### config.mk
export PLATFORM = sky130hd
export DESIGN_NAME = pipe_stage_reg
export DESIGN_NICKNAME = d
export VERILOG_FILES = /design/src/rtl/cpu_pkg.sv /design/src/rtl/pipe_stage_reg_skid_buf.sv /design/src/rtl/pipe_stage_reg.sv
export SDC_FILE = /design/constraint.sdc
export NUM_CORES = 1
export LEC_CHECK = 0
export BUFFER_PORTS_ARGS = -buffer_cell sky130_fd_sc_hd__buf_2
export CAP_MARGIN = 20
export CORE_MARGIN = 2
export CORE_UTILIZATION = 50
export CTS_CLUSTER_SIZE = 14
export DETAILED_ROUTE_END_ITERATION = 12
export PLACE_DENSITY = 0.71
export RECOVER_POWER = 50
export SYNTH_ARGS = -nofsm -noshare
export SYNTH_HDL_FRONTEND = slang
export SYNTH_SLANG_ARGS = --single-unit
### constraint.sdc
create_clock -name clk -period 8.86 [get_ports clk]
set_input_delay 0.886 -clock clk [delete_from_list [all_inputs] [get_ports clk]]
set_output_delay 0.886 -clock clk [all_outputs]
set_load 0.03 [all_outputs]
### src/rtl/cpu_pkg.sv
// cpu_pkg: shared CPU constants for the pipeline stages.
//   PC_W_DEF / INSN_W_DEF : default program-counter and instruction widths
//   NOP_INSN              : bubble instruction (addi x0, x0, 0)
//   stage_state_e         : occupancy state of a pipeline stage register
//   state_occ()           : number of held entries for a stage state
package cpu_pkg;

    localparam int          PC_W_DEF   = 32;
    localparam int          INSN_W_DEF = 32;
    localparam logic [31:0] NOP_INSN   = 32'h0000_0013;

    typedef enum logic [1:0] {
        EMPTY = 2'd0,
        ONE   = 2'd1,
        FULL  = 2'd2
    } stage_state_e;

    function automatic logic [1:0] state_occ(input stage_state_e s);
        logic [1:0] occ;
        occ = 2'd0;
        case (s)
            EMPTY:   occ = 2'd0;
            ONE:     occ = 2'd1;
            FULL:    occ = 2'd2;
            default: occ = 2'd0;
        endcase
        return occ;
    endfunction

endpackage

### src/rtl/pipe_stage_reg_skid_buf.sv
// skid_buf: two-entry skid buffer with a registered up_ready.
// Ports:
//   clk, rst (async, active-high), flush (synchronous kill)
//   up_valid/up_ready/up_pc/up_data : upstream handshake and beat
//   dn_valid/dn_ready/dn_pc/dn_data : downstream handshake and head beat
//   occupancy                       : held entries (0..2)
//
// state | meaning
// ------+-----------------------------------------------
// EMPTY | nothing held, dn_valid=0
// ONE   | main register holds the head beat
// FULL  | main holds the head, skid holds the next beat
module skid_buf
    import cpu_pkg::*;
#(
    parameter int                PC_W    = PC_W_DEF,
    parameter int                DATA_W  = INSN_W_DEF,
    parameter logic [DATA_W-1:0] NOP_VAL = DATA_W'(NOP_INSN)
) (
    input  logic              clk,
    input  logic              rst,
    input  logic              flush,
    input  logic              up_valid,
    output logic              up_ready,
    input  logic [PC_W-1:0]   up_pc,
    input  logic [DATA_W-1:0] up_data,
    output logic              dn_valid,
    input  logic              dn_ready,
    output logic [PC_W-1:0]   dn_pc,
    output logic [DATA_W-1:0] dn_data,
    output logic [1:0]        occupancy
);

    stage_state_e      state;
    logic              up_ready_q;
    logic [PC_W-1:0]   main_pc;
    logic [DATA_W-1:0] main_data;
    logic [PC_W-1:0]   skid_pc;
    logic [DATA_W-1:0] skid_data;
    logic              accept;
    logic              issue;

    assign dn_valid  = (state != EMPTY);
    assign up_ready  = up_ready_q;
    assign accept    = up_valid & up_ready_q;
    assign issue     = dn_valid & dn_ready;
    assign occupancy = state_occ(state);

    // Outputs are masked rather than cleared so a stalled head never moves.
    assign dn_pc   = dn_valid ? main_pc   : '0;
    assign dn_data = dn_valid ? main_data : NOP_VAL;

    // up_ready_q always tracks (next state != FULL), so it is a pure flop.
    always_ff @(posedge clk or posedge rst) begin
        if (rst) begin
            state      <= EMPTY;
            up_ready_q <= 1'b1;
            main_pc    <= '0;
            main_data  <= NOP_VAL;
            skid_pc    <= '0;
            skid_data  <= '0;
        end else if (flush) begin
            state      <= EMPTY;
            up_ready_q <= 1'b1;
        end else begin
            case (state)
                EMPTY: begin
                    if (accept) begin
                        main_pc   <= up_pc;
                        main_data <= up_data;
                        state     <= ONE;
                    end
                end
                ONE: begin
                    if (accept && issue) begin
                        main_pc   <= up_pc;
                        main_data <= up_data;
                    end else if (accept) begin
                        skid_pc    <= up_pc;
                        skid_data  <= up_data;
                        state      <= FULL;
                        up_ready_q <= 1'b0;
                    end else if (issue) begin
                        state <= EMPTY;
                    end
                end
                FULL: begin
                    if (issue) begin
                        main_pc    <= skid_pc;
                        main_data  <= skid_data;
                        state      <= ONE;
                        up_ready_q <= 1'b1;
                    end
                end
                default: begin
                    state      <= EMPTY;
                    up_ready_q <= 1'b1;
                end
            endcase
        end
    end

endmodule

### src/rtl/pipe_stage_reg.sv
// pipe_stage_reg: pipeline stage register between two CPU stages.
// SKID=0 is a single register whose up_ready follows dn_ready combinationally;
// SKID=1 uses skid_buf so up_ready comes straight from a flop.
// Ports:
//   clk, rst (async, active-high), flush (synchronous kill)
//   up_valid/up_ready/up_pc/up_data : upstream handshake and beat
//   dn_valid/dn_ready/dn_pc/dn_data : downstream handshake and head beat
//   occupancy                       : held entries (0..2, max 1 when SKID=0)
module pipe_stage_reg
    import cpu_pkg::*;
#(
    parameter int                PC_W    = PC_W_DEF,
    parameter int                DATA_W  = INSN_W_DEF,
    parameter int                SKID    = 1,
    parameter logic [DATA_W-1:0] NOP_VAL = DATA_W'(NOP_INSN)
) (
    input  logic              clk,
    input  logic              rst,
    input  logic              flush,
    input  logic              up_valid,
    output logic              up_ready,
    input  logic [PC_W-1:0]   up_pc,
    input  logic [DATA_W-1:0] up_data,
    output logic              dn_valid,
    input  logic              dn_ready,
    output logic [PC_W-1:0]   dn_pc,
    output logic [DATA_W-1:0] dn_data,
    output logic [1:0]        occupancy
);

    generate
        if (SKID == 1) begin : g_skid
            skid_buf #(
                .PC_W    (PC_W),
                .DATA_W  (DATA_W),
                .NOP_VAL (NOP_VAL)
            ) u_skid_buf (
                .clk       (clk),
                .rst       (rst),
                .flush     (flush),
                .up_valid  (up_valid),
                .up_ready  (up_ready),
                .up_pc     (up_pc),
                .up_data   (up_data),
                .dn_valid  (dn_valid),
                .dn_ready  (dn_ready),
                .dn_pc     (dn_pc),
                .dn_data   (dn_data),
                .occupancy (occupancy)
            );
        end else begin : g_single
            logic              valid_q;
            logic [PC_W-1:0]   pc_q;
            logic [DATA_W-1:0] data_q;
            logic              accept;
            logic              issue;

            assign up_ready  = dn_ready | ~valid_q;
            assign accept    = up_valid & up_ready;
            assign issue     = valid_q & dn_ready;
            assign dn_valid  = valid_q;
            assign dn_pc     = valid_q ? pc_q   : '0;
            assign dn_data   = valid_q ? data_q : NOP_VAL;
            assign occupancy = {1'b0, valid_q};

            always_ff @(posedge clk or posedge rst) begin
                if (rst) begin
                    valid_q <= 1'b0;
                    pc_q    <= '0;
                    data_q  <= NOP_VAL;
                end else if (flush) begin
                    valid_q <= 1'b0;
                end else if (accept) begin
                    valid_q <= 1'b1;
                    pc_q    <= up_pc;
                    data_q  <= up_data;
                end else if (issue) begin
                    valid_q <= 1'b0;
                end
            end
        end
    endgenerate

endmodule

==> metrics.csv <==
stage,metric,value,unit
critical_path,critPathMaxStageDelay,1.23,ns
global_route,gr-usage-met3,6.72,%
critical_path,reg2reg_from,g_skid.u_skid_buf.state[1],
critical_path,cp.arrival,4.12,ns
layout,area_growth_syn_to_layout,22.0,%
critical_path,crit_required,9.10,ns
timing,finalHoldViolCount,0,
critical_path,critical_path.endpoint_type,register,
global_route,grt_overflow,0,
timing,finalSetupViolCount,0,
floorplanning,fp.dieH,115,um
pwr,power.leakage,3.75,nW
yosys,synth.yosys.seq_area_share,53.8,%
timing,layout_setup_ws,4.98,ns
layout,mostFrequentLayoutCell,buf_2,
timing,maxSlewViolCount,138,
placement,place_congestion,0.744,
layout,regArea,3280,um^2
global_route,met1_usage,27.1,%
critical_path,crit_slowest_cell,clkbuf_1,
global_route,grt_pass1_wl,21.0,mm
clocking,cts_setup_buffers,0,
layout,diodes,0,
detailed_routing,drtAntennaViolNets,0,
run,max_cap_viol_count,3,
global_route,grt_max_degree,83,
timing,hold-worst-slack,0.499,ns
global_route,grtUsageTotal,20.7,%
detailed_routing,drt-pass1-iter-count,6,
critical_path,crit_path_max_fanout,82,
placement,port_buffers,136,
detailed_routing,wire_per_inst,16.4,um
pwr,vdd_drop_max,181,uV
layout,layout_common_cells,"buf_2, dfrtp_1, a21oi_1",
detailed_routing,drt-initial-drc-count,210,
yosys,syn_nets,576,
floorplanning,chipWidth,115,um
layout,fin_util,62.3,%
clocking,cts_tree,yes,
floorplanning,initial_core_util,51.0,%
critical_path,timing.rr.end,g_skid.u_skid_buf.main_data[28],
timing,final.period_utilization,43.8,%
yosys,synth_cells,507,
timing,fin_setup_tns,0,ns
timing,finalCriticalPeriod,3.88,ns
global_route,antenna_found_initial,0,
clocking,cts_buffer_depth,2,
layout,layout-drive-gt1-share,35.5,%
clocking,cts.sinks,131,
critical_path,rr_worst_depth,5,
detailed_routing,remaining_drc_errors,0,
yosys,synth_area,6110,um^2
timing,fmax,0.258,GHz
timing,tightestPinTransition,2.80,ns
critical_path,start_kind,input port,
clocking,htreeDepth,4,
clocking,cts_resized,0,
clocking,cts_buffers,17,
placement,hpwl,8.14,mm
yosys,yosys_warnings,0,
yosys,synthDistinctLibCells,29,
clocking,cts.clk_slew.worst_paths,0.05,ns
clocking,worst_skew_pair.late_latency,0.41,ns
min_path,hp-start,g_skid.u_skid_buf.skid_data[15],
floorplanning,row_count,40,
floorplanning,core-area,12000,um^2
critical_path,cpMostUsedCell,clkbuf_1,
critical_path,path_cells,"clkbuf_1, nand3b_1, a31oi_1, clkbuf_1, buf_4, a21oi_1",
run_status,outcome,"finished, violations left",
detailed_routing,num_vias,4164,
min_path,hold_depth,1,
detailed_routing,vias_per_cell,5.24,
critical_path,ff2ff_setup_slack,5.14,ns
global_route,top_usage_layer,met2,
pwr,p_total,2.05,mW
yosys,synth_area_per_cell,12.0,um^2
detailed_routing,wl,13.0,mm
floorplanning,pin_count,137,
min_path,min_to,g_skid.u_skid_buf.skid_data[15],
floorplanning,dieArea,13100,um^2
global_route,first_global_vias,4215,
global_route,use_met2,33.1,%
timing,clock_skew,0.00603,ns
layout,multiInputGateArea,2610,um^2
pwr,powerDensity,275,nW/um^2
clocking,root_buffer,clkbuf_16,
run_status,violations,"capacitance limit, slew limit",
layout,nFillCells,956,
clocking,cts_hold_buf,0,
critical_path,crit_type,input port to register,
layout,num-nets-final,703,
min_path,min_path_type,register to register,
timing,rsz0062_at_grt,false,
yosys,synth_seq_cells,131,
timing,relSlewSlack,-86.6,%
placement,post-place-ws,5.54,ns
==> area by class of cell <==
cell class	count	area share, %
inverters	2	0.118
clock buffers	30	7.57
multi-input cells	339	35.0
well taps	147	2.47
clock inverters	2	0.806
repair buffers	143	9.94
flip-flops and latches	131	44.1
==> per-stage QoR <==
| step | cells | cell area, um^2 |
|---|---|---|
| 4_1_cts | 792 | 7470 |
| 3_3_place_gp | 760 | 6850 |
| 3_5_place_dp | 760 | 6850 |
| 5_1_grt | 794 | 7450 |
| 2_1_floorplan | 507 | 6110 |
| 6_report | 794 | 7450 |
==> state kept, by name, summed over array words and instances (netlist names) <==
signal / flops
g_skid.u_skid_buf.state: 2
g_skid.u_skid_buf.up_ready: 1
g_skid.u_skid_buf.main_pc: 32
g_skid.u_skid_buf.skid_data: 32
g_skid.u_skid_buf.main_data: 32
g_skid.u_skid_buf.skid_pc: 32
==> power by group <==
group | switching (mW) | leakage (nW) | internal [mW] | total (mW)
combinational | 0.239 | 1.92 | 0.225 | 0.464
clock | 0.239 | 0.307 | 0.483 | 0.721
sequential | 0.0886 | 1.53 | 0.772 | 0.861
==> Yosys cell counts <==
| cell | instances | area, um^2 |
|---|---|---|
| a21o_1 | 1 | 7.51 |
| a21oi_1 | 65 | 325 |
| a31oi_1 | 2 | 12.5 |
| and2_1 | 61 | 382 |
| and2b_1 | 1 | 7.51 |
| buf_1 | 2 | 7.51 |
| buf_2 | 6 | 30.0 |
| buf_6 | 6 | 67.6 |
| clkbuf_1 | 21 | 78.8 |
| dfrtp_1 | 127 | 3180 |
| dfstp_2 | 4 | 105 |
| inv_1 | 1 | 3.75 |
| inv_2 | 1 | 3.75 |
| mux2_2 | 15 | 169 |
| mux2_4 | 49 | 736 |
| mux2i_1 | 64 | 641 |
| nand2_1 | 3 | 11.3 |
| nand2b_1 | 4 | 25.0 |
| nand3_1 | 1 | 5.00 |
| nand3b_1 | 1 | 7.51 |
| nand4b_1 | 1 | 8.76 |
| nand4bb_1 | 1 | 11.3 |
| nor2_1 | 64 | 240 |
| nor2b_1 | 1 | 6.26 |
| nor3_1 | 1 | 5.00 |
| o21bai_1 | 1 | 7.51 |
| o31ai_1 | 1 | 7.51 |
| or2_2 | 1 | 6.26 |
| or4b_1 | 1 | 10.0 |
==> worst max-delay path: cells and delay by family <==
kind | cells | cell delay (ns)
buffers and inverters | 3 | 2.23
AO/OA/AOI/OAI | 2 | 0.76
AND/OR/NAND/NOR | 1 | 0.15
==> how the worst max path moves through the flow <==
stage	cells past startpoint	start	slack, ns	end
after detailed placement	6	up_valid	5.54	g_skid.u_skid_buf.main_data[23]
after floorplan	1	rst	4.48	g_skid.u_skid_buf.main_data[10]
final	6	dn_ready	4.98	g_skid.u_skid_buf.main_data[28]
after global routing	7	dn_ready	4.63	g_skid.u_skid_buf.main_data[23]
after global placement	6	dn_ready	5.65	g_skid.u_skid_buf.main_data[31]
after CTS	3	g_skid.u_skid_buf.state[1]	5.63	dn_pc[0]
==> metal layers <==
layer  up-vias  wire (um)
met3         9        686
met1      2055       5980
met2       109       6260
met4         0         89
li1       1991          -
met5         -          0
==> logic make-up (layout without fill, tap and decap cells) <==
group                  count (synthesis)  count (layout)  synth area share, %
buffers and inverters                 37             177                 3.14
AND/OR/NAND/NOR                      141             141                 11.9
multiplexers                         128             128                 25.3
flip-flops                           131             131                 53.8
AO/OA/AOI/OAI                         70              70                 5.90
Note: power is estimated with default switching activity, not from simulation.
